--- src/rtl/multi_project_switch.sv ---
// rtl/multi_project_switch.sv - project pad mux with isolate/reset switch sequencing and Wishbone regs
// Optional switch-done interrupt enabled by defining MPS_IRQ_EN.
module multi_project_switch #(
  parameter int          NUM_PROJECTS = 8,
  parameter int          IO_PADS      = 38,
  parameter logic [31:0] BASE_ADDR    = 32'h3000_0000,
  parameter int          GUARD_CYCLES = 16
) (
  input  logic                            wb_clk_i,
  input  logic                            wb_rst_i,
  input  logic                            wbs_stb_i,
  input  logic                            wbs_cyc_i,
  input  logic                            wbs_we_i,
  input  logic [3:0]                      wbs_sel_i,
  input  logic [31:0]                     wbs_adr_i,
  input  logic [31:0]                     wbs_dat_i,
  output logic                            wbs_ack_o,
  output logic [31:0]                     wbs_dat_o,
  input  logic [IO_PADS-1:0]              io_in,
  output logic [IO_PADS-1:0]              io_out,
  output logic [IO_PADS-1:0]              io_oeb,
  input  logic [NUM_PROJECTS*IO_PADS-1:0] proj_io_out,
  output logic [NUM_PROJECTS*IO_PADS-1:0] proj_io_in,
  output logic [NUM_PROJECTS-1:0]         proj_rst,
  output logic                            irq_o
);

  localparam int              CW         = $clog2(GUARD_CYCLES + 1);
  localparam logic [CW-1:0]   GUARD_LOAD = CW'(GUARD_CYCLES);
  localparam logic [8:0]      NP9        = 9'(NUM_PROJECTS);
  localparam logic [4:0]      NP5        = 5'(NUM_PROJECTS);
  localparam logic [7:0]      OFS_ACTIVE = 8'h00;
  localparam logic [7:0]      OFS_STATUS = 8'h0C;
  localparam logic [7:0]      OFS_ID     = 8'h10;
  localparam logic [31:0]     ID_WORD    = {8'(NUM_PROJECTS), 8'(IO_PADS), 16'h4D50};

  typedef enum logic [1:0] {
    RUN     = 2'd0,
    ISOLATE = 2'd1,
    RELEASE = 2'd2
  } state_t;

  state_t                   state;
  logic [7:0]               active;
  logic [7:0]               target;
  logic [CW-1:0]            counter;
  logic                     pads_on;
  logic [NUM_PROJECTS-1:0]  proj_rst_q;
  logic                     err;
  logic                     drop;
  logic                     irq_bit;
  logic                     ack_q;
  logic                     done;
  logic [31:0]              dat_q;
  logic [IO_PADS-1:0]       oeb [NUM_PROJECTS];

  logic                     valid;
  logic                     fire;
  logic                     wr;
  logic                     rd;
  logic                     rd_status;
  logic [7:0]               offset;
  logic [7:0]               oeb_rel;
  logic [3:0]               oeb_idx;
  logic                     oeb_hi;
  logic                     oeb_hit;
  logic [31:0]              status_word;
  logic [31:0]              rd_data;

  function automatic logic [NUM_PROJECTS-1:0] onehot(input logic [7:0] idx);
    logic [NUM_PROJECTS-1:0] v;
    v = '0;
    for (int p = 0; p < NUM_PROJECTS; p++)
      if (idx == 8'(p)) v[p] = 1'b1;
    return v;
  endfunction

  // One transaction per valid assertion: done holds off a second ack until valid drops.
  assign valid     = wbs_cyc_i & wbs_stb_i & (wbs_adr_i[31:8] == BASE_ADDR[31:8]);
  assign fire      = valid & ~ack_q & ~done;
  assign wr        = fire & wbs_we_i;
  assign rd        = fire & ~wbs_we_i;
  assign offset    = wbs_adr_i[7:0];
  assign rd_status = rd & (offset == OFS_STATUS);

  // OEB window: 0x40 + 8*slot, +0 low word, +4 high word.
  assign oeb_rel = offset - 8'h40;
  assign oeb_idx = oeb_rel[6:3];
  assign oeb_hi  = oeb_rel[2];
  assign oeb_hit = (offset >= 8'h40) && !oeb_rel[7] && (offset[1:0] == 2'b00)
                   && ({1'b0, oeb_idx} < NP5);

  assign status_word = {16'd0, active, 2'd0, irq_bit, drop, err, (state != RUN), state};

  always_comb begin
    rd_data = '0;
    if (offset == OFS_ACTIVE) begin
      rd_data = {24'd0, active};
    end else if (offset == OFS_STATUS) begin
      rd_data = status_word;
    end else if (offset == OFS_ID) begin
      rd_data = ID_WORD;
    end else if (oeb_hit) begin
      for (int p = 0; p < NUM_PROJECTS; p++)
        if (oeb_idx == 4'(p))
          rd_data = oeb_hi ? {{(64-IO_PADS){1'b0}}, oeb[p][IO_PADS-1:32]} : oeb[p][31:0];
    end
  end

  always_ff @(posedge wb_clk_i) begin
    if (wb_rst_i) begin
      state      <= ISOLATE;
      counter    <= GUARD_LOAD;
      active     <= '0;
      target     <= '0;
      pads_on    <= 1'b0;
      proj_rst_q <= '1;
      err        <= 1'b0;
      drop       <= 1'b0;
      ack_q      <= 1'b0;
      done       <= 1'b0;
      dat_q      <= '0;
      for (int p = 0; p < NUM_PROJECTS; p++) oeb[p] <= '1;
    end else begin
      ack_q <= fire;
      done  <= valid & (done | fire);
      dat_q <= rd ? rd_data : 32'd0;

      case (state)
        ISOLATE: begin
          if (counter == '0) begin
            active     <= target;
            proj_rst_q <= ~onehot(target);
            state      <= RELEASE;
          end else begin
            counter <= counter - CW'(1);
          end
        end
        RELEASE: begin
          state   <= RUN;
          pads_on <= 1'b1;
        end
        default: ;
      endcase

      if (rd_status) begin
        err  <= 1'b0;
        drop <= 1'b0;
      end

      // Switch requests are only honoured from RUN; anything mid-switch is dropped.
      if (wr && offset == OFS_ACTIVE) begin
        if (state != RUN) begin
          drop <= 1'b1;
        end else if ({1'b0, wbs_dat_i[7:0]} >= NP9) begin
          err <= 1'b1;
        end else begin
          target     <= wbs_dat_i[7:0];
          counter    <= GUARD_LOAD;
          state      <= ISOLATE;
          pads_on    <= 1'b0;
          proj_rst_q <= '1;
        end
      end

      if (wr && oeb_hit && wbs_sel_i == 4'hF) begin
        for (int p = 0; p < NUM_PROJECTS; p++)
          if (oeb_idx == 4'(p)) begin
            if (oeb_hi) oeb[p][IO_PADS-1:32] <= wbs_dat_i[IO_PADS-33:0];
            else        oeb[p][31:0]         <= wbs_dat_i;
          end
      end
    end
  end

`ifdef MPS_IRQ_EN
  logic irq_pend;
  logic boot_switch;

  // The switch started by reset completes silently; the set beats a same-edge read-clear.
  always_ff @(posedge wb_clk_i) begin
    if (wb_rst_i) begin
      irq_pend    <= 1'b0;
      boot_switch <= 1'b1;
    end else begin
      if (rd_status) irq_pend <= 1'b0;
      if (state == RELEASE) begin
        if (!boot_switch) irq_pend <= 1'b1;
        boot_switch <= 1'b0;
      end
    end
  end

  assign irq_bit = irq_pend;
  assign irq_o   = irq_pend;
`else
  assign irq_bit = 1'b0;
  assign irq_o   = 1'b0;
`endif

  always_comb begin
    io_out     = '0;
    io_oeb     = '1;
    proj_io_in = '0;
    for (int p = 0; p < NUM_PROJECTS; p++) begin
      if (pads_on && active == 8'(p)) begin
        io_out                         = proj_io_out[p*IO_PADS +: IO_PADS];
        io_oeb                         = oeb[p];
        proj_io_in[p*IO_PADS +: IO_PADS] = io_in;
      end
    end
  end

  assign wbs_ack_o = ack_q;
  assign wbs_dat_o = dat_q;
  assign proj_rst  = proj_rst_q;

endmodule

--- config.mk ---
export PLATFORM = sky130hd
export DESIGN_NAME = multi_project_switch
export DESIGN_NICKNAME = d
export VERILOG_FILES = /design/src/rtl/multi_project_switch.sv
export SDC_FILE = /design/constraint.sdc
export NUM_CORES = 1
export LEC_CHECK = 0
export BUFFER_PORTS_ARGS = -buffer_cell sky130_fd_sc_hd__buf_2
export CAP_MARGIN = 20
export CORE_AREA = 2 2 329 331
export CTS_CLUSTER_DIAMETER = 30
export DETAILED_ROUTE_END_ITERATION = 10
export DIE_AREA = 0 0 331 333
export PLACE_DENSITY = 0.44
export SETUP_SLACK_MARGIN = 0.2
export SKIP_LAST_GASP = 1
export SYNTH_ARGS = -nofsm -noshare
export SYNTH_HDL_FRONTEND = slang
export SYNTH_SLANG_ARGS = --single-unit
--- constraint.sdc ---
create_clock -name wb_clk_i -period 5.6 [get_ports wb_clk_i]
set_clock_uncertainty 0.15 [all_clocks]
set_input_delay 0.28 -clock wb_clk_i [delete_from_list [all_inputs] [get_ports wb_clk_i]]
set_output_delay 0.28 -clock wb_clk_i [all_outputs]
set_load 0.05 [all_outputs]
# Word-level counts from Yosys, hierarchy flattened
# Memories as Yosys holds them, arrays and structs flattened.
# Cells that the tools add are included.
# Widths: inputs -> output; s select.
[word_totals]
reg_bits = 68
ramBits = 304
input_bits = 415
output_inout_bits = 422
word_cells = 294
n_memories = 1
[memory_table]
columns = ["name", "depth", "word_bits", "read_ports", "rd_ports_with_merged_regs", "write_ports", "line", "rtl"]
rows = [
  ["oeb", 8, 38, 8, 0, 8, "55", "logic [IO_PADS-1:0] oeb [NUM_PROJECTS];"],
]
[classes]
addsub = 2
n_lt_le_gt_ge = 3
n_eq_ne = 27
n_mux = 186
bitwise_logic = 33
n_reduce_logical = 28
[op_table]
columns = ["operator", "n"]
rows = [
  ["$mux 38", 24],
  ["$mux 32", 24],
  ["$mux 1", 111],
  ["$eq 8x3->1 const B", 8],
  ["$mux 28", 2],
  ["$mux 6", 8],
  ["$mux 8", 6],
  ["$eq 8x2->1 const B", 4],
  ["$mux 5", 5],
  ["$eq 24x22->1 const B", 1],
  ["$logic_not 8->1", 3],
  ["$or 1x1->1", 17],
  ["$eq 4x3->1 const B", 4],
  ["$eq 8x1->1 const B", 2],
  ["$mux 16", 1],
  ["$logic_and 1x1->1", 14],
  ["$and 1x1->1", 8],
  ["$eq 4x2->1 const B", 2],
  ["$eq 8x4->1 const B", 1],
  ["$eq 8x5->1 const B", 1],
  ["$ge 8x4->1 const B", 1],
  ["$ge 8x7->1 const B", 1],
  ["$mux 2", 4],
  ["$not 8->8", 1],
  ["other kinds (20)", 26],
]

# Depth between registers and ports, before layout
[logic_depth]
word_depth = 14
mapped_depth = 10

# Worst setup path after synthesis
# OpenSTA, ideal clock, no wires.
[synth_timing]
kind = "input-to-reg"
start = "input port wbs_adr_i[6]"
end = "memory oeb[6][24], in the netlist oeb[1][100], enable pin"
arrival_time_ns = 4.451
t_required_ns = 4.980
path_slack_ns = 0.529
cell_stages = 8
n_path_buf = 2
path_cell_list = "clkbuf_1 inv_1 ha_1 and4bb_2 nand4_1 or4_4 buf_6 o31ai_1"
[synth_rtl]
columns = ["item", "line", "rtl"]
rows = [
  ["start, declared", "15", "input logic [31:0] wbs_adr_i,"],
  ["end, declared", "55", ""],
]

# Worst setup path in the final report
[layout_timing]
start = "register active[7]"
end = "output port io_oeb[28]"
[layout_via]
elab_chain_len = 10
[layout_rtl]
columns = ["item", "line", "rtl"]
rows = [
  ["start, declared", "44", "logic [7:0] active;"],
  ["start signal, assigned", "132", "active <= target;"],
  ["$logic_not 8->1", "206", "if (pads_on && active == 8'(p)) begin"],
  ["$logic_and 1x1->1", "206", ""],
  ["$mux 38 (7 in series)", "206", ""],
  ["$mux 38 *", "206", ""],
  ["end, declared", "21", "output logic [IO_PADS-1:0] io_oeb,"],
]
# Every way passes the cells marked *; elsewhere a longest branch is shown, timed or not.

==> run_results.csv <==
group,metric,value,unit
worst_setup_path,cp-start-kind,"flip-flop",
clock_network,cts.clk_slew.worst_paths,50,ps
synthesis,synthesis.area,21700,um^2
finish,area_growth,41.3,%
floorplanning,io-pin-count,837,
placed_design,place_congestion,0.901,
floorplanning,die_w,331,um
power_and_ir_drop,seqPwrFrac,35.6,%
timing,worst_slew_pin_slew,1170,ps
floorplanning,placement_rows,120,
floorplanning,fp.dieH,333,um
worst_setup_path,critPathArrivalTime,4250,ps
worst_setup_path,cp_num_cells,7,
power_and_ir_drop,switchingPower,2410,uW
worst_setup_path,crit_family,"simple AND/OR/NAND/NOR gates",
run_status,status,"finished clean",
power_and_ir_drop,peakVddDrop,0.205,mV
placed_design,io_buffers,835,
synthesis,ys.flop_type,"edfxtp_1",
detailed_routing,route.detailed.drc,0,
power_and_ir_drop,swShare,26.3,%
detailed_routing,post_drt_wl_per_cell,32.2,um
clock_network,root_buffer,"clkbuf_16",
synthesis,synth_fp_nets,2762,
clock_network,cts_setup_buffers,0,
synthesis,ys_seq_area_share,48.3,%
power_and_ir_drop,cellLeakagePower,0.0133,uW
clock_network,max-clock-path-buffers,3,
synthesis,asyncSetResetFlopFracSynth,0,%
clock_network,insertion_delay,630,ps
synthesis,synth_top_area_cell,"edfxtp_1",
worst_setup_path,crit_slowest_cell,"or4_1",
timing,timing.slew.headroom,22.2,%
hold_path,hold_class,"in -> reg",
finish,nNetsFinal,3553,
worst_setup_path,path_buf_inv,2,
synthesis,ys_types,75,
detailed_routing,vias_per_cell,5.13,
clock_network,post_cts_resized,0,
worst_setup_path,critical_path_class,"reg -> out",
synthesis,yosysWarnings,0,
detailed_routing,drt.antenna.violating_nets,0,
floorplanning,die_area,110000,um^2
worst_setup_path,rr_worst_depth,5,
synthesis,synth_edf_count,304,
timing,fin_crit_sh,83.5,%
flow_run,cap_violations,0,
power_and_ir_drop,finalPower,9170,uW
timing,hold_violations,0,
detailed_routing,drt-pass1-iter-count,6,
floorplanning,start_util,20.4,%
timing,fmax,0.214,GHz
timing,holdWs,17.8,ps
power_and_ir_drop,clkPwrFrac,54.0,%
synthesis,synthCells,2342,
detailed_routing,wl,149,mm
synthesis,yosys-top-cells-area,"edfxtp_1 (42%), nand2_1 (6.6%), dfxtp_1 (6.3%)",
worst_setup_path,required,5170,ps
synthesis,postSynthAreaPerCell,9.28,um^2
clock_network,cts_tree,"yes",
worst_setup_path,critPathLaunch,"active[7]$_SDFFE_PP0P_",
power_and_ir_drop,combPwrFrac,10.4,%
worst_setup_path,worstPathCellList,"or4_1, nor2_4, buf_4, nand2_2, a21o_1, a41oi_1, buf_2",
worst_setup_path,endpoint,"io_oeb[28]",
finish,drive_gt1_share,35.3,%
grt,grt_pass1_vias,22281,
clock_network,clkSinkCount,372,
timing,maxSlewViolCount,0,
clock_network,ctsHoldBuffers,30,
synthesis,synth_top_area_share,42.0,%
grt,grt_max_degree,126,
timing,fin_crit,4680,ps
grt,grt_use_total,25.9,%
worst_setup_path,end_kind,"primary output",
synthesis,synth_seq_cells,372,
worst_setup_path,r2r-start,"wbs_ack_o$_SDFF_PP0_",
power_and_ir_drop,internal_power,6760,uW
placed_design,placed_cell_area,27500,um^2
timing,rsz0062_at_grt,"no",
worst_setup_path,cp_max_fo,29,
detailed_routing,drtIter0Drc,2892,
worst_setup_path,rrSetupSlack,2230,ps
clock_network,cts_made_buffers,82,
timing,setup_violations,0,
finish,final_cell_area,30700,um^2
placed_design,dp_hpwl,115,mm
grt,grt_pass1_wl,196,mm
timing,final.setup.tns,0,ps
grt,grt_remaining_overflow,0,
worst_setup_path,slowest_delay,750,ps
detailed_routing,vias,23811,
floorplanning,core-area,107000,um^2
worst_setup_path,r2r-end,"oeb[1][29]$_SDFFCE_PN1P_",
power_and_ir_drop,power.density,298,nW/um^2
clock_network,htree_levels,3,
grt,grt_antenna_before_repair,88,
==> synth_stat cells (5+ instances only) <==
| master | instances |
|---|---|
| a31oi_1 | 15 |
| nor4_1 | 9 |
| o221ai_1 | 32 |
| o31ai_1 | 7 |
| and2_1 | 125 |
| a22o_1 | 54 |
| o221a_2 | 8 |
| nand2b_1 | 12 |
| ha_1 | 5 |
| or2_2 | 13 |
| o22ai_1 | 129 |
| nor2_1 | 125 |
| nand2_1 | 384 |
| a22oi_1 | 75 |
| buf_1 | 11 |
| and3_1 | 194 |
| clkbuf_1 | 170 |
| o211ai_1 | 13 |
| a21oi_1 | 100 |
| edfxtp_1 | 304 |
| a222oi_1 | 13 |
| o21ai_0 | 73 |
| a221oi_1 | 24 |
| a2111oi_0 | 7 |
| mux2_2 | 21 |
| buf_2 | 42 |
| nand4_1 | 12 |
| a21o_1 | 9 |
| inv_1 | 47 |
| mux2i_1 | 77 |
| nor3_2 | 5 |
| nand3_1 | 33 |
| nor2b_1 | 10 |
| dfxtp_1 | 68 |
| nor3_1 | 47 |
==> worst min path at each step <==
| stage | from | to | cells after the start |
|---|---|---|---|
| floorplan | wbs_dat_i[0] | target[0]$_SDFFE_PP0P_ | 2 |
| global route | wbs_dat_i[3] | oeb[0][149]$_SDFFCE_PN1P_ | 3 |
| global placement | counter[4]$_SDFF_PP1_ | counter[4]$_SDFF_PP1_ | 2 |
| detailed placement | counter[4]$_SDFF_PP1_ | counter[4]$_SDFF_PP1_ | 2 |
| CTS | wbs_dat_i[3] | oeb[0][149]$_SDFFCE_PN1P_ | 3 |
| finish | wbs_dat_i[3] | oeb[1][35]$_SDFFCE_PN1P_ | 3 |
==> per-stage QoR <==
step / setup slack [ps] / cells / util (%)
2_1_floorplan: 529 / 2342 / -
3_3_place_gp: 1470 / 4417 / 25.7
3_5_place_dp: 1430 / 4419 / 25.8
4_1_cts: 757 / 4600 / 28.7
5_1_grt: 806 / 4618 / 28.8
6_report: 922 / 4639 / 28.8
==> worst reg2reg max path, cell delays in order (launching register included) <==
cell and delay (ps):
dfxtp_1 320, or2_2 360, or4_4 730, nor3_4 220, buf_4 410, or2_2 810
==> layout by cell type, fill, tap and decap left out, types with 21 or more instances in the layout <==
master,instances
o21ai_0,73
buf_2,835
o22ai_1,129
a22o_1,54
a221oi_1,24
and2_1,123
buf_4,63
nor2_1,114
mux2i_1,77
dlygate4sd3_1,30
nand2_1,381
clkbuf_16,88
o221ai_1,32
diode_2,36
edfxtp_1,304
a21oi_1,100
mux2_2,21
nor3_1,45
dfxtp_1,65
inv_1,47
and3_1,193
nand3_1,32
a22oi_1,75
==> cell families (layout without fill, tap and decap cells) <==
logic type,after synthesis,count (layout),share of synthesized area [%]
XOR/XNOR,1,1,0.0403
flip-flops,372,372,48.3
AND/OR/NAND/NOR,1004,1004,23.1
AO/OA/AOI/OAI,588,588,18.6
other,1,37,0.0173
adder cells (fa/ha/maj),5,5,0.288
buffers and inverters,272,1130,4.99
multiplexers,99,99,4.74
==> flip-flops by register name, summed over array words and instances (netlist names) <==
name	cells
err	1
target	8
drop	1
proj_rst	8
oeb	304
state	2
wbs_dat_o	32
pads_on	1
wbs_ack_o	1
done	1
active	8
counter	5
==> power groups by stage <==
stage | sequential [uW] | combinational [uW] | clock, uW
after floorplan | 3270 | 457 | 0
after global placement | 3310 | 931 | 0
after detailed placement | 3310 | 932 | 0
after CTS | 3260 | 952 | 4980
after global routing | 3280 | 1020 | 5110
final | 3260 | 953 | 4950
==> cell type report <==
type,instances,area (um^2)
Clock inverter,45,465
Antenna cell,36,90.1
Clock buffer,106,2370
Fill cell,11412,75900
Timing Repair Buffer,932,5030
Multi-Input combinational cell,1698,10300
Inverter,47,176
Sequential cell,372,10500
Tap cell,1403,1760
==> metal layers <==
metal,GRT usage [%],wire [um],vias up
met3,7.80,16000,279
met5,0,331,-
met4,8.21,4680,50
li1,-,-,10388
met1,31.6,57100,11652
met2,43.2,71200,1442
(Power assumes the default switching activity.)
